$ cat config.mk
export PLATFORM = sky130hd
export DESIGN_NAME = fifo_flow_writer
export DESIGN_NICKNAME = d
export VERILOG_FILES = /design/src/rtl/fifo_flow_pkg.sv /design/src/rtl/fifo_flow_writer_resume_timer.sv /design/src/rtl/fifo_flow_writer.sv
export SDC_FILE = /design/constraint.sdc
export NUM_CORES = 1
export LEC_CHECK = 0
export BUFFER_PORTS_ARGS = -buffer_cell sky130_fd_sc_hd__buf_2
export CORE_AREA = 10 10 71 73
export DETAILED_ROUTE_END_ITERATION = 10
export DIE_AREA = 0 0 81 83
export PLACE_DENSITY = 0.74
export SLEW_MARGIN = 20
export SYNTH_ARGS = -nofsm -noshare
export SYNTH_HDL_FRONTEND = slang
export SYNTH_SLANG_ARGS = --single-unit
$ cat constraint.sdc
create_clock -name clk -period 2.5 [get_ports clk]
set_clock_uncertainty 0.1 [all_clocks]
set_input_delay 0.25 -clock clk [delete_from_list [all_inputs] [get_ports clk]]
set_output_delay 0.25 -clock clk [all_outputs]
set_load 0.02 [all_outputs]
$ cat src/rtl/fifo_flow_pkg.sv
// rtl/fifo_flow_pkg.sv - shared encodings for the FIFO flow-control writer and monitor
package fifo_flow_pkg;

    localparam int DATA_W_DEF = 4;
    localparam int TIMER_W    = 4;

    typedef enum logic [1:0] {
        ST_IDLE  = 2'd0,
        ST_SEND  = 2'd1,
        ST_PAUSE = 2'd2,
        ST_ERROR = 2'd3
    } state_t;

    // Ordered by precedence: when events coincide the highest encoding wins (error > pause > continue).
    typedef enum logic [1:0] {
        EVT_NONE     = 2'd0,
        EVT_CONTINUE = 2'd1,
        EVT_PAUSE    = 2'd2,
        EVT_ERROR    = 2'd3
    } evt_t;

    function automatic evt_t resolve_evt(input logic i_pause, input logic i_continue, input logic i_error);
        if (i_error)
            return EVT_ERROR;
        else if (i_pause)
            return EVT_PAUSE;
        else if (i_continue)
            return EVT_CONTINUE;
        else
            return EVT_NONE;
    endfunction

endpackage

$ cat src/rtl/fifo_flow_writer_resume_timer.sv
// rtl/fifo_flow_writer_resume_timer.sv - loadable down-counter pacing the restart after continue
module resume_timer
    import fifo_flow_pkg::*;
(
    input  logic               clk,
    input  logic               reset,
    input  logic               i_en,
    input  logic               i_load,
    input  logic [TIMER_W-1:0] i_load_val,
    input  logic               i_clear,
    output logic               o_busy,
    output logic               o_done
);

    logic [TIMER_W-1:0] r_count;

    always_ff @(posedge clk) begin
        if (reset) begin
            r_count <= '0;
        end else if (i_en) begin
            if (i_clear)
                r_count <= '0;
            else if (i_load)
                r_count <= i_load_val;
            else if (r_count != '0)
                r_count <= r_count - 1'b1;
        end
    end

    assign o_busy = (r_count != '0);
    assign o_done = (r_count == TIMER_W'(1));

endmodule

$ cat src/rtl/fifo_flow_writer.sv
// rtl/fifo_flow_writer.sv - producer-side flow-control engine pushing source words into the FIFO
module fifo_flow_writer
    import fifo_flow_pkg::*;
#(
    parameter int DATA_W       = DATA_W_DEF,
    parameter int RESUME_DELAY = 2,
    parameter int CNT_W        = 16
) (
    input  logic              clk,
    input  logic              reset,
    input  logic              i_init,
    input  logic              i_src_valid,
    input  logic [DATA_W-1:0] i_src_data,
    output logic              o_src_ready,
    input  logic              i_fifo_full,
    input  logic              i_pause_evt,
    input  logic              i_continue_evt,
    input  logic              i_error_evt,
    input  logic [DATA_W-1:0] i_evt_code,
    output logic              o_push,
    output logic [DATA_W-1:0] o_push_data,
    output logic [1:0]        o_state,
    output logic [CNT_W-1:0]  o_words_sent,
    output logic [DATA_W-1:0] o_pause_code,
    output logic [DATA_W-1:0] o_error_code
);

    state_t             r_state;
    state_t             w_next_state;
    evt_t               w_evt;
    logic               w_src_ready;
    logic               w_xfer;
    logic               w_tmr_load;
    logic               w_tmr_clear;
    logic               w_tmr_busy;
    logic               w_tmr_done;
    logic               r_push;
    logic [DATA_W-1:0]  r_push_data;
    logic [CNT_W-1:0]   r_words_sent;
    logic [DATA_W-1:0]  r_pause_code;
    logic [DATA_W-1:0]  r_error_code;

    // Events only exist while enabled; a masked event is dropped, never queued.
    assign w_evt  = i_init ? resolve_evt(i_pause_evt, i_continue_evt, i_error_evt) : EVT_NONE;
    assign w_xfer = i_src_valid && w_src_ready;

    always_ff @(posedge clk) begin
        if (reset)
            r_state <= ST_IDLE;
        else if (i_init)
            r_state <= w_next_state;
    end

    always_comb begin
        w_next_state = r_state;
        case (r_state)
            ST_IDLE:  if (i_src_valid) w_next_state = ST_SEND;
            ST_SEND: begin
                if (w_evt == EVT_ERROR)      w_next_state = ST_ERROR;
                else if (w_evt == EVT_PAUSE) w_next_state = ST_PAUSE;
            end
            ST_PAUSE: begin
                if (w_evt == EVT_ERROR)                   w_next_state = ST_ERROR;
                else if (w_evt != EVT_PAUSE && w_tmr_done) w_next_state = ST_SEND;
            end
            default:  w_next_state = r_state;
        endcase
    end

    always_comb begin
        w_src_ready = 1'b0;
        w_tmr_load  = 1'b0;
        w_tmr_clear = 1'b0;
        case (r_state)
            ST_SEND: w_src_ready = i_init && !i_fifo_full && (w_evt != EVT_PAUSE) && (w_evt != EVT_ERROR);
            ST_PAUSE: begin
                w_tmr_clear = (w_evt == EVT_PAUSE) || (w_evt == EVT_ERROR);
                w_tmr_load  = (w_evt == EVT_CONTINUE) && !w_tmr_busy;
            end
            default: ;
        endcase
    end

    resume_timer u_resume_timer (
        .clk        (clk),
        .reset      (reset),
        .i_en       (i_init),
        .i_load     (w_tmr_load),
        .i_load_val (TIMER_W'(RESUME_DELAY)),
        .i_clear    (w_tmr_clear),
        .o_busy     (w_tmr_busy),
        .o_done     (w_tmr_done)
    );

    always_ff @(posedge clk) begin
        if (reset) begin
            r_push       <= 1'b0;
            r_push_data  <= '0;
            r_words_sent <= '0;
            r_pause_code <= '0;
            r_error_code <= '0;
        end else if (i_init) begin
            r_push <= w_xfer;
            if (w_xfer)
                r_push_data <= i_src_data;
            if (r_push && !(&r_words_sent))
                r_words_sent <= r_words_sent + CNT_W'(1);
            if (r_state == ST_SEND || r_state == ST_PAUSE) begin
                if (w_evt == EVT_ERROR)
                    r_error_code <= i_evt_code;
                else if (w_evt == EVT_PAUSE)
                    r_pause_code <= i_evt_code;
            end
        end
    end

    // A word held over a freeze is presented once init returns, so it is delayed, not duplicated.
    assign o_push       = r_push && i_init;
    assign o_push_data  = r_push_data;
    assign o_src_ready  = w_src_ready;
    assign o_state      = r_state;
    assign o_words_sent = r_words_sent;
    assign o_pause_code = r_pause_code;
    assign o_error_code = r_error_code;

endmodule
; After elaboration in Yosys (flattened, before gate mapping)
; Cells that the tools add are included.
[word_totals]
regBits = 35
input_bits = 16
output_inout_bits = 32
elab_cells = 61
[op_classes]
addsub = 2
eq_ne = 11
muxes = 16
bitwise = 1
n_reduce_logical = 24
[ops]
columns = operator, count
row1 = $add A16 B1 Y16 const B, 1
row2 = $mux W2, 8
row3 = $reduce_and A16 Y1, 1
row4 = $mux W4, 3
row5 = $logic_and A1 B1 Y1, 8
row6 = $eq A2 B2 Y1 const B, 3
row7 = $ne A2 B2 Y1 const B, 3
row8 = $ne A3 B3 Y1 const B, 2
row9 = $pmux W2 S3, 1
row10 = $reduce_and A2 Y1, 3
row11 = $reduce_bool A3 Y1, 2
row12 = $reduce_and A5 Y1, 1
row13 = $eq A2 B1 Y1 const B, 2
row14 = $eq A4 B1 Y1 const B, 1
row15 = $mux W1, 4
row16 = $reduce_and A4 Y1, 1
row17 = $reduce_bool A4 Y1, 1
row18 = $sub A4 B1 Y4 const B, 1
row19 = $logic_not A1 Y1, 3
row20 = $reduce_and A3 Y1, 1
row21 = $logic_not A2 Y1, 1
row22 = $logic_or A1 B1 Y1, 2
row23 = $not A1 Y1, 1

; Logic depth before layout (Yosys ltp)
[logic_depth]
depth_word = 10
ltp_mapped = 6
mapped_depth_nobuf = 6

; Cells and area by module
; Synthesis repeated with hierarchy kept, for this count alone.
[unflattened]
cells_unflattened = 212
area_unflattened_um2 = 1859.3
[modules_own_cells]
columns = module, instances, cells_each, area_per_inst_um2, seq_area_each_um2
row1 = fifo_flow_writer, 1, 175, 1537.7, 620.6
row2 = resume_timer, 1, 37, 321.6, 80.1

; Worst setup path after synthesis
; Ideal clock, no wire load.
[synth_path]
path_kind = flip-flop to flip-flop
start = register r_state[1] (netlist: o_state[1])
end = register r_state[0] (netlist: o_state[0])
setup_ns = 0.122
t_arrival_ns = 1.800
path_slack_ns = 0.479
path_stages_with_launch = 6
path_buffers = 0
cell_sequence = dfxtp_1 inv_1 ha_1 nor3b_1 or4b_1 o311a_1
[synth_via]
elab_chain_cells = 3
word_cells_on_any_way = 9
classes_between = eq/ne (5) / mux (1) / reduce/logical (3)
[synth_rtl]
columns = item, line
row1 = from (decl), fifo_flow_writer.sv:28  ; state_t r_state;
row2 = from (signal assigned), fifo_flow_writer.sv:51  ; r_state <= w_next_state;
row3 = $eq A2 B2 Y1 (tied with other cells), fifo_flow_writer.sv:56  ; case (r_state)
row4 = $ne A3 B3 Y1 (no line) (tied with other cells), --
row5 = $reduce_and A5 Y1 (no line), --
; Parallel ways exist; a longest one is shown, timed or not.
; A chain may end at the register's enable or synchronous reset.

; Worst setup path in the final report
; Same ends and word-level chain as after synthesis.

==> flow_summary.toml <==
[floorplan]
core-area_sq_um = 3633
io_pins = 48
die_h_um = 83
dieArea_sq_um = 6723
initial_core_util = 0.5028
die_w_um = 81
rows = 22

[clocking]
cts_setup_buffers = 0
clock_latency_ns = 0.29
numCtsBuffers = 5
cts-htree-levels = 2
cts-hold-fix-buffers = 0
cts_num_sinks = 35
tritoncts = "built"
clkTransAtPathRegs_ns = 0.07
clockRootBuffer = "clkbuf_8"
cts_repair_resize_count = 0
clk_path_buf_depth = 2

[global_routing]
antenna_found_initial = 0
top_usage_layer = "met2"
use_met2 = 0.1996
gr-usage-met3 = 0.04526
grt_util_all_layers = 0.1310
first_global_vias = 1575
grt_pass1_wl_um = 7307
grt_max_degree = 35
grt-ovfl-total = 0
grt_util_met1 = 0.1646

[placed_design]
pre_cts_slack_ns = 0.5223
place.gp.congestion = 0.8110
place_hpwl_um = 3147
dpl-instance-area_sq_um = 2092
io_buffers = 47

[power_and_ir_drop]
power_mw = 1.413
power-per-cell-area_nw_per_um2 = 638.4
ir_worst_vdd_uv = 349.0
cellLeakagePower_nw = 1.047

[cells_and_area]
multi_input_area_sq_um = 1051
area_growth_pct = 21.16
antennaDiodeCount = 0
nNetsFinal = 274
drive_gt1_frac = 0.2629
finalInstanceArea_sq_um = 2213
fill_cells = 342
seqCellArea_sq_um = 700.7

[route]
vias = 1656
ant_nets = 0
via_per_inst = 5.538
routed_wl_um = 4286
wire_per_inst_um = 14.33
drc_errors = 0
first_iter_violations = 106
drt_pass1_iterations = 4

[timing]
finalCritPeriodShare = 0.7946
fin_ws_ns = 0.5134
rsz0062_at_grt = "no"
setup_tns_ns = 0
slew_viol_final = 0
hold_viol = 0
tightestPinTransition_ns = 0.7474
maxSlewHeadroom = 0.4972
fmax_mhz = 503.4
min_period_ns = 1.987
setup_viol = 0
hold_ws_ns = 0.08709

[setup_path]
start_kind = "flip-flop"
critPathArrivalTime_ns = 2.06
end_kind = "flip-flop"
critPathKind = "flip-flop to flip-flop"
worst-path-max-fanout = 5
required_ns = 2.58

[synth]
yosysSeqAreaShare = 0.3836
syn-num-nets = 226
synth_edf_count = 0
yosysTopAreaCell = "dfxtp_1"
synth.cell_area_sq_um = 1827
synthArstFlopShare = 0
ys.flop_type = "dfxtp_1"
synth_area_leaders = "dfxtp_1 (38%), mux2i_1 (7.1%), ha_1 (5.5%)"
synthCells = 202
synth_top_area_share = 0.3836
ys_types = 49
ys_seq_elements = 35
yosysWarnings = 0
synth_area_per_cell_sq_um = 9.043

[run_status]
outcome = "complete, no violations"

[job]
cap_violations = 0

[hold_path]
hp-class = "input pin to flip-flop"
routing by layer:
| layer | routed length [um] | part of all wire | vias to the layer above |
|---|---|---|---|
| met2 | 1983 | 0.46 | 41 |
| met4 | 59 | 0.014 | 0 |
| met3 | 259 | 0.060 | 7 |
| met5 | 0 | 0 | - |
| met1 | 1985 | 0.46 | 764 |
| li1 | - | - | 844 |
stage by stage:
stage	cells	util
detailed placement	291	0.5758
global placement	291	0.5758
floorplan	202	-
global route	299	0.6092
finish	299	0.6092
CTS	299	0.6092
power breakdown:
part	switching, mW	internal, mW	leakage [nW]
Sequential	0.0252	0.587	0.283
Combinational	0.147	0.115	0.702
Clock	0.210	0.328	0.0618
Total	0.383	1.03	1.05
cells in the mapped netlist (2+ instances only):
| library cell | number |
|---|---|
| nor2b_1 | 6 |
| dfxtp_1 | 35 |
| o311ai_0 | 3 |
| mux2_2 | 6 |
| a22o_1 | 2 |
| a211oi_1 | 2 |
| o211ai_1 | 3 |
| o21ai_0 | 5 |
| clkbuf_1 | 4 |
| a31oi_1 | 2 |
| nand3_1 | 7 |
| o31ai_1 | 3 |
| nand4_1 | 3 |
| and3_1 | 2 |
| o41ai_1 | 4 |
| a311oi_1 | 2 |
| a21oi_1 | 9 |
| and2_1 | 2 |
| nor4_1 | 3 |
| or4_1 | 3 |
| ha_1 | 8 |
| inv_1 | 10 |
| nor2_1 | 23 |
| mux2i_1 | 13 |
| nand4b_1 | 2 |
| or3_1 | 3 |
| nand2_1 | 15 |
cell usage in the layout, fill, tap and decap left out, drive strengths merged, types with 2 or more instances in the layout:
cell and count:
o311ai 3, nand4b 2, a31oi 2, o211ai 3, buf 48, inv 11
o41ai 4, and2 2, dfxtp 35, a22o 2, nand2 15, a311oi 2
a21oi 9, a211oi 2, nand3 7, nand4 4, mux2i 13, ha 8
nor2 23, nor2b 6, clkbuf 6, nor4 3, nor3b 2, o21ai 5
o31ai 3, or4 3, or3 3, mux2 6, and3 2
final timing paths:
check / from / to / slack [ns] / cells past startpoint
worst min register to register: u_resume_timer.r_count[1] / u_resume_timer.r_count[1] / 0.37 / 2
worst max register to register: o_state[1] / o_state[0] / 0.51 / 5
worst max-delay path: o_state[1] / o_state[0] / 0.51 / 5
worst min-delay path: i_src_data[0] / o_push_data[0] / 0.09 / 3
kinds of logic (layout without fill, tap and decap cells):
logic type | count (synthesis) | in the layout | share of synthesized area
buffers and inverters | 17 | 66 | 0.04109
multiplexers | 19 | 19 | 0.1082
flip-flops | 35 | 35 | 0.3836
AO/OA/AOI/OAI | 44 | 44 | 0.1774
AND/OR/NAND/NOR | 79 | 79 | 0.2349
adder cells (fa/ha/maj) | 8 | 8 | 0.05480
state kept, by name, indices dropped and copies added, names as in the netlist:
register                count
u_resume_timer.r_count      4
o_pause_code                4
o_words_sent               16
o_push_data                 4
o_state                     2
r_push                      1
o_error_code                4
critical path, cell delays in order (launching register included):
cell	delay [ns]
dfxtp_1	0.40
inv_1	0.08
ha_1	0.21
nor3b_1	0.16
or4b_1	0.57
o311a_1	0.35
layout make-up:
cell class | count | share of cell area
Tap cell | 48 | 0.02713
Sequential cell | 35 | 0.3166
Timing Repair Buffer | 48 | 0.1097
Clock buffer | 6 | 0.03731
Multi-Input combinational cell | 150 | 0.4748
Inverter | 10 | 0.01696
Clock inverter | 2 | 0.01752
Note: power is estimated with default switching activity, not from simulation.
